===== src/rtl/demux1x2_fifo4b.sv =====
// demux1x2_fifo4b: buffers the muxed word stream in a small FIFO and hands
// words out in strict round-robin order (output 0, then 1, then 0, ...).
// Optional feature macro: DEMUX_ERR_EN adds a sticky overflow flag on port err.
module demux1x2_fifo4b #(
  parameter int unsigned WIDTH = 4,
  parameter int unsigned DEPTH = 4
) (
  input  logic             clk,
  input  logic             reset,
  input  logic [WIDTH-1:0] data_in,
  input  logic             valid_in,
  input  logic             ready_0,
  input  logic             ready_1,
  output logic [WIDTH-1:0] data_out0,
  output logic             valid_out0,
  output logic [WIDTH-1:0] data_out1,
  output logic             valid_out1,
  output logic             full,
`ifdef DEMUX_ERR_EN
  output logic             err,
`endif
  output logic             empty
);

  localparam int unsigned AW = (DEPTH > 1) ? $clog2(DEPTH) : 1;
  localparam int unsigned CW = AW + 1;

  logic [WIDTH-1:0] mem [DEPTH];
  logic [AW-1:0]    wr_ptr;
  logic [AW-1:0]    rd_ptr;
  logic [CW-1:0]    count;
  logic             turn;
  logic             pop_c;
  logic             push_c;

  // Occupancy decodes of the registered count
  assign full  = (count == CW'(DEPTH));
  assign empty = (count == '0);

  // Pop only toward the output whose turn it is; push may reuse a slot freed this cycle
  always_comb begin
    pop_c  = 1'b0;
    push_c = 1'b0;
    pop_c  = !empty && (turn ? ready_1 : ready_0);
    push_c = valid_in && (!full || pop_c);
  end

  // Storage array; contents need no reset since count gates every read
  always_ff @(posedge clk) begin
    if (push_c) begin
      mem[wr_ptr] <= data_in;
    end
  end

  // Pointers, occupancy and round-robin destination
  always_ff @(posedge clk) begin
    if (reset) begin
      wr_ptr <= '0;
      rd_ptr <= '0;
      count  <= '0;
      turn   <= 1'b0;
    end else begin
      if (push_c) wr_ptr <= AW'(wr_ptr + 1'b1);
      if (pop_c) begin
        rd_ptr <= AW'(rd_ptr + 1'b1);
        turn   <= !turn;
      end
      case ({push_c, pop_c})
        2'b10:   count <= CW'(count + 1'b1);
        2'b01:   count <= CW'(count - 1'b1);
        default: count <= count;
      endcase
    end
  end

  // Registered outputs: head word goes to the addressed port, data holds otherwise
  always_ff @(posedge clk) begin
    if (reset) begin
      data_out0  <= '0;
      data_out1  <= '0;
      valid_out0 <= 1'b0;
      valid_out1 <= 1'b0;
    end else begin
      valid_out0 <= pop_c && !turn;
      valid_out1 <= pop_c && turn;
      if (pop_c && !turn) data_out0 <= mem[rd_ptr];
      if (pop_c && turn)  data_out1 <= mem[rd_ptr];
    end
  end

`ifdef DEMUX_ERR_EN
  // Sticky flag for a word dropped because the FIFO was full and not draining
  always_ff @(posedge clk) begin
    if (reset) begin
      err <= 1'b0;
    end else if (valid_in && full && !pop_c) begin
      err <= 1'b1;
    end
  end
`endif

endmodule


===== config.mk =====
export PLATFORM = sky130hd
export DESIGN_NAME = demux1x2_fifo4b
export DESIGN_NICKNAME = d
export VERILOG_FILES = /design/src/rtl/demux1x2_fifo4b.sv
export SDC_FILE = /design/constraint.sdc
export NUM_CORES = 1
export LEC_CHECK = 0
export BUFFER_PORTS_ARGS = -buffer_cell sky130_fd_sc_hd__buf_2
export CAP_MARGIN = 20
export CORE_MARGIN = 4
export CORE_UTILIZATION = 52
export DETAILED_ROUTE_END_ITERATION = 10
export PLACE_DENSITY = 0.73
export SYNTH_ARGS = -nofsm -noshare
export SYNTH_HDL_FRONTEND = slang
export SYNTH_SLANG_ARGS = --single-unit

===== constraint.sdc =====
create_clock -name clk -period 6.05 [get_ports clk]
set_clock_uncertainty 0.05 [all_clocks]
set_input_delay 1.21 -clock clk [delete_from_list [all_inputs] [get_ports clk]]
set_output_delay 1.21 -clock clk [all_outputs]
set_load 0.005 [all_outputs]

Word-level counts from Yosys, hierarchy flattened
Memory sizes are Yosys's and may differ from the RTL's. A register that Yosys moved wholly into a read port is not among the register bits.
Cells that the tools add are included.
Widths: inputs -> output; s select.
{ "totals": {"ram_bits": 16, "output_inout_bits": 12, "n_memories": 1, "ff_bits": 18, "in_bits": 9} }
{ "memory_table": {"columns": ["name", "words", "word_bits", "rd", "rd_clocked_by_memory_dff", "write_ports", "line", "text"], "rows": [
  ["mem", 4, 4, 1, 1, 1, "28", "logic [WIDTH-1:0] mem [DEPTH];"]
]} }
{ "classes": {"n_eq_ne": 3, "add_sub_neg": 4, "n_mux": 6, "reduce_logical": 10} }
{ "ops": {"columns": ["op", "count"], "rows": [
  ["$pmux 3 s2", 1],
  ["$add 2x1->2 const B", 2],
  ["$logic_and 1x1->1", 4],
  ["$mux 2", 2],
  ["$add 3x1->3 const B", 1],
  ["$eq 3x3->1 const B", 1],
  ["$logic_not 1->1", 3],
  ["$logic_not 3->1", 1],
  ["$mux 1", 3],
  ["$sub 3x1->3 const B", 1],
  ["$eq 2x1->1 const B", 1],
  ["$eq 2x2->1 const B", 1],
  ["$reduce_bool 2->1", 1],
  ["$logic_or 1x1->1", 1]
]} }

Depth between registers and ports, before layout
{ "logic_depth": {"word_depth": 7, "ltp_mapped": 10} }

Worst setup path after synthesis
No wires, ideal clock.
{ "synth_timing": {"path_kind": "input to register", "startpoint": "input valid_in", "endpoint": "register count[1]", "n_path_buf": 1, "setup_time_ps": 115, "setup_slack_ps": 3284, "path_stages": 8, "required_time_ps": 5885, "arrival_ps": 2601, "cell_sequence": "buf_2 -> inv_1 -> nand2_1 -> fa_1 -> nand2_1 -> o32ai_1 -> o21ai_0 -> o21a_1"} }
{ "synth_via": {"elab_chain_len": 3, "elab_cells_between_ends": 5, "classes_between": "eq/ne (2); mux (1); reduce/logical (2)"} }
{ "synth_rtl": {"columns": ["item", "line", "text"], "rows": [
  ["from (decl)", "11", "input logic valid_in,"],
  ["$logic_and 1x1->1 (*)", "45", "push_c = valid_in && (!full || pop_c);"],
  ["$eq 2x1->1 / $eq 2x2->1 (equally long branches)", "68", "case ({push_c, pop_c})"],
  ["$pmux 3 s2 / $reduce_bool 2->1 (equally long branches)", null, null],
  ["to (signal assigned)", "69", "2'b10: count <= CW'(count + 1'b1);"],
  ["to (signal assigned)", "70", "2'b01: count <= CW'(count - 1'b1);"],
  ["to (signal assigned)", "71", "default: count <= count;"],
  ["to (decl)", "31", "logic [CW-1:0] count;"]
]} }
Every way passes the cells marked *; elsewhere a longest branch is shown, timed or not.
A chain may end at the register's enable or synchronous reset.

Worst setup path in the final report
{ "layout_timing": {"startpoint": "input ready_1", "endpoint": "register count[1]"} }
{ "layout_via": {"elab_chain_len": 6, "elab_cells_between_ends": 8, "classes_between": "eq/ne (2); mux (2); reduce/logical (4)"} }
{ "layout_rtl": {"columns": ["item", "line", "text"], "rows": [
  ["from (decl)", "13", "input logic ready_1,"],
  ["$mux 1 (*)", "44", "pop_c = !empty && (turn ? ready_1 : ready_0);"],
  ["$logic_and 1x1->1 (*)", "44", null],
  ["$logic_or 1x1->1", "45", null],
  ["$logic_and 1x1->1", "45", null],
  ["$eq 2x1->1 / $eq 2x2->1 (equally long branches)", "68", null],
  ["$pmux 3 s2 / $reduce_bool 2->1 (equally long branches)", null, null]
]} }
Marks and branches as above.

==> metrics <==
Cell Area, Synth between 0.0015 and 0.002 sq mm; Critical Path Sink Type register; number of global-route vias before repair 967; synth-to-layout area growth 12.0%; Tmin final between 2 and 3 ns; TritonCTS Buffers 5; DP Wirelength roughly 1900 microns; CP startpoint ready_1; Max-Cap Viols 0; share of cells above drive strength 1 a little over a quarter; largest net degree at the start of global routing 21; Clk Latency, worst-skew pair approximately 0.33 ns; CTS Hold Buffers Added 0; ant diodes 0; Max FO, Critical Path 6; syn_area_per_cell 12.6 sq um; die area around 0.0040 sq mm; drt first pass iters 6; first-pass GRT wire length roughly 4500 microns; Logic pwr share roughly 30%; Pwr Density between 300 and 400 mW/mm^2; Max Fclk around 370 MHz; relative slew slack between 70% and 80%; Worst EP required roughly 6.2 ns; final hold violation count 0; Hold Path End data_out1[3]$_SDFFE_PP0P_; primary flip-flop cell chosen by synthesis mapping dfxtp_1; reg-to-reg startpoint count[2]$_SDFFE_PP0P_; Initial Utilization between 50% and 60%; Worst-path clk slew roughly 0.11 ns; Worst Tran Pin Value around 0.37 ns; clock root cell clkbuf_4; # fillers approximately 240; Cells after Synth around 130; Final TNS setup 0 ns; Detail Route Antenna Nets 0; nets 162; initial antenna violation count 0; worst r2r dst count[1]$_SDFFE_PP0P_; Hold Startpoint data_out1[3]$_SDFFE_PP0P_; Reg2Reg Depth 9; R2R Setup Slk roughly 3.7 ns; Worst setup SP type input pin; Min-Delay Path Depth 2; Overflow after GRT 0; switch share between 30% and 40%; Yosys cell types 36; Post-synth EDFFs 16; ys async rst share 0%; number of synthesized register bits 36; syn nets 140; WS Path Type in -> reg; min setup slack post-route around 3.4 ns; status completed; Core ar. around 0.0028 sq mm; DRC violations left 0; Via density roughly 5.5; Iteration-0 DRC Markers 50; RePlAce Congestion roughly 0.75; Die Ht ~63 microns; register area share after synthesis between 50% and 60%; via count 990; io pins 21; Pins Over Slew Limit 0; htree depth 2; Worst VDD drop slightly above 200 uV; Total GRT Usage 14.8%; Avg WL per Cell roughly 14 microns; CTS Buffer Depth 2; final WL approximately 2500 microns; RSZ-0062 raised after global routing false; post-cts repair resize count 0; CTS tree built; most frequent cells in the layout dfxtp_1, buf_2, nor2_1; Switch Pwr between 0.2 and 0.25 mW; LEAKAGE roughly 0.7 nW; CTS sink cnt 36; Place WS 3.02 ns; Sequential Power Share a little under half; synth warn 0; port buffer count 20; Final Cycle Share between 40 and 50%; row count 19; Hold WC Path Type reg -> reg; Int Power approximately 0.48 mW; Setup-failing EPs final 0; post-CTS setup buffers 0; Critical Path AT approximately 2.9 ns; clock share of power a little under a quarter; Die W 63.2 microns
synth_stat cells, types with 2 or more instances:
library cell,instances,area (sq um)
a21oi_1,3,15.0
and2_1,5,31.3
buf_2,2,10.0
clkbuf_1,2,7.51
dfxtp_1,20,400
edfxtp_1,16,480
ha_1,4,50.1
inv_1,5,18.8
mux2i_1,9,90.1
mux4_2,4,90.1
nand2_1,8,30.0
nand3_1,3,15.0
nor2_1,18,67.6
nor2b_1,2,12.5
o21ai_0,2,10.0
xnor2_1,3,26.3
final cells by class:
class                   count  area [sq um]  share of cell area (%)
clock inverters             3          42.5                    2.40
inverters                   6          25.0                    1.41
well taps                  31          38.8                    2.19
repair buffers             20           100                    5.65
clock buffers               5          37.5                    2.12
multi-input cells          79           647                    36.5
flip-flops and latches     36           881                    49.7
flip-flops by register name, summed over array words and instances, names as in the netlist, named ones only:
register    cells
rd_ptr          2
turn            1
valid_out0      1
valid_out1      1
count           3
data_out0       4
wr_ptr          2
data_out1       4
mem            16
metal layers:
layer	GRT usage [%]	share of wire [%]
met1	18.1	47
met2	23.2	46
met4	6.61	2.0
met3	5.51	5.2
met5	0	0
power groups by stage:
stage / clock network, mW / logic (mW) / registers (mW)
after floorplan: 0 / 0.174 / 0.318
after detailed placement: 0 / 0.208 / 0.332
after global placement: 0 / 0.201 / 0.331
after CTS: 0.169 / 0.209 / 0.327
after global routing: 0.182 / 0.232 / 0.334
final: 0.164 / 0.207 / 0.326
stage by stage:
step                      power (mW)  instances  util (%)  hold slack (ns)  area [sq um]
after floorplan                0.492        126         -            0.435          1580
after global placement         0.532        172      59.8            0.416          1690
after detailed placement       0.540        172      59.8            0.427          1690
after CTS                      0.705        180      62.6            0.453          1770
after global routing           0.748        180      62.6            0.498          1770
final                          0.697        180      62.6            0.452          1770
critical path, cell delays in order:
cell	delay [ns]
buf_2	0.14
mux2i_4	0.12
nor2_1	0.19
nand2_1	0.09
fa_1	0.59
nand2_1	0.08
o32ai_1	0.23
o21ai_0	0.11
o21a_1	0.11
logic make-up (layout without fill, tap and decap cells):
group,count (synthesis),count (layout),synth area share [%]
XOR/XNOR,4,4,2.22
buffers and inverters,11,34,3.40
flip-flops,36,36,55.7
adder cells (fa/ha/maj),5,5,4.43
AND/OR/NAND/NOR,41,41,13.3
multiplexers,15,15,13.5
AO/OA/AOI/OAI,14,14,7.44
how the worst max path moves through the flow:
stage | end | slack, ns | cells after the start
final | count[1]$_SDFFE_PP0P_ | 3.37 | 9
after global routing | count[1]$_SDFFE_PP0P_ | 3.26 | 9
after floorplan | count[1]$_SDFFE_PP0P_ | 3.28 | 8
after detailed placement | count[1]$_SDFFE_PP0P_ | 3.02 | 8
after global placement | count[1]$_SDFFE_PP0P_ | 3.14 | 9
after CTS | empty | 3.37 | 3
Power figures use the tool's default switching activity.
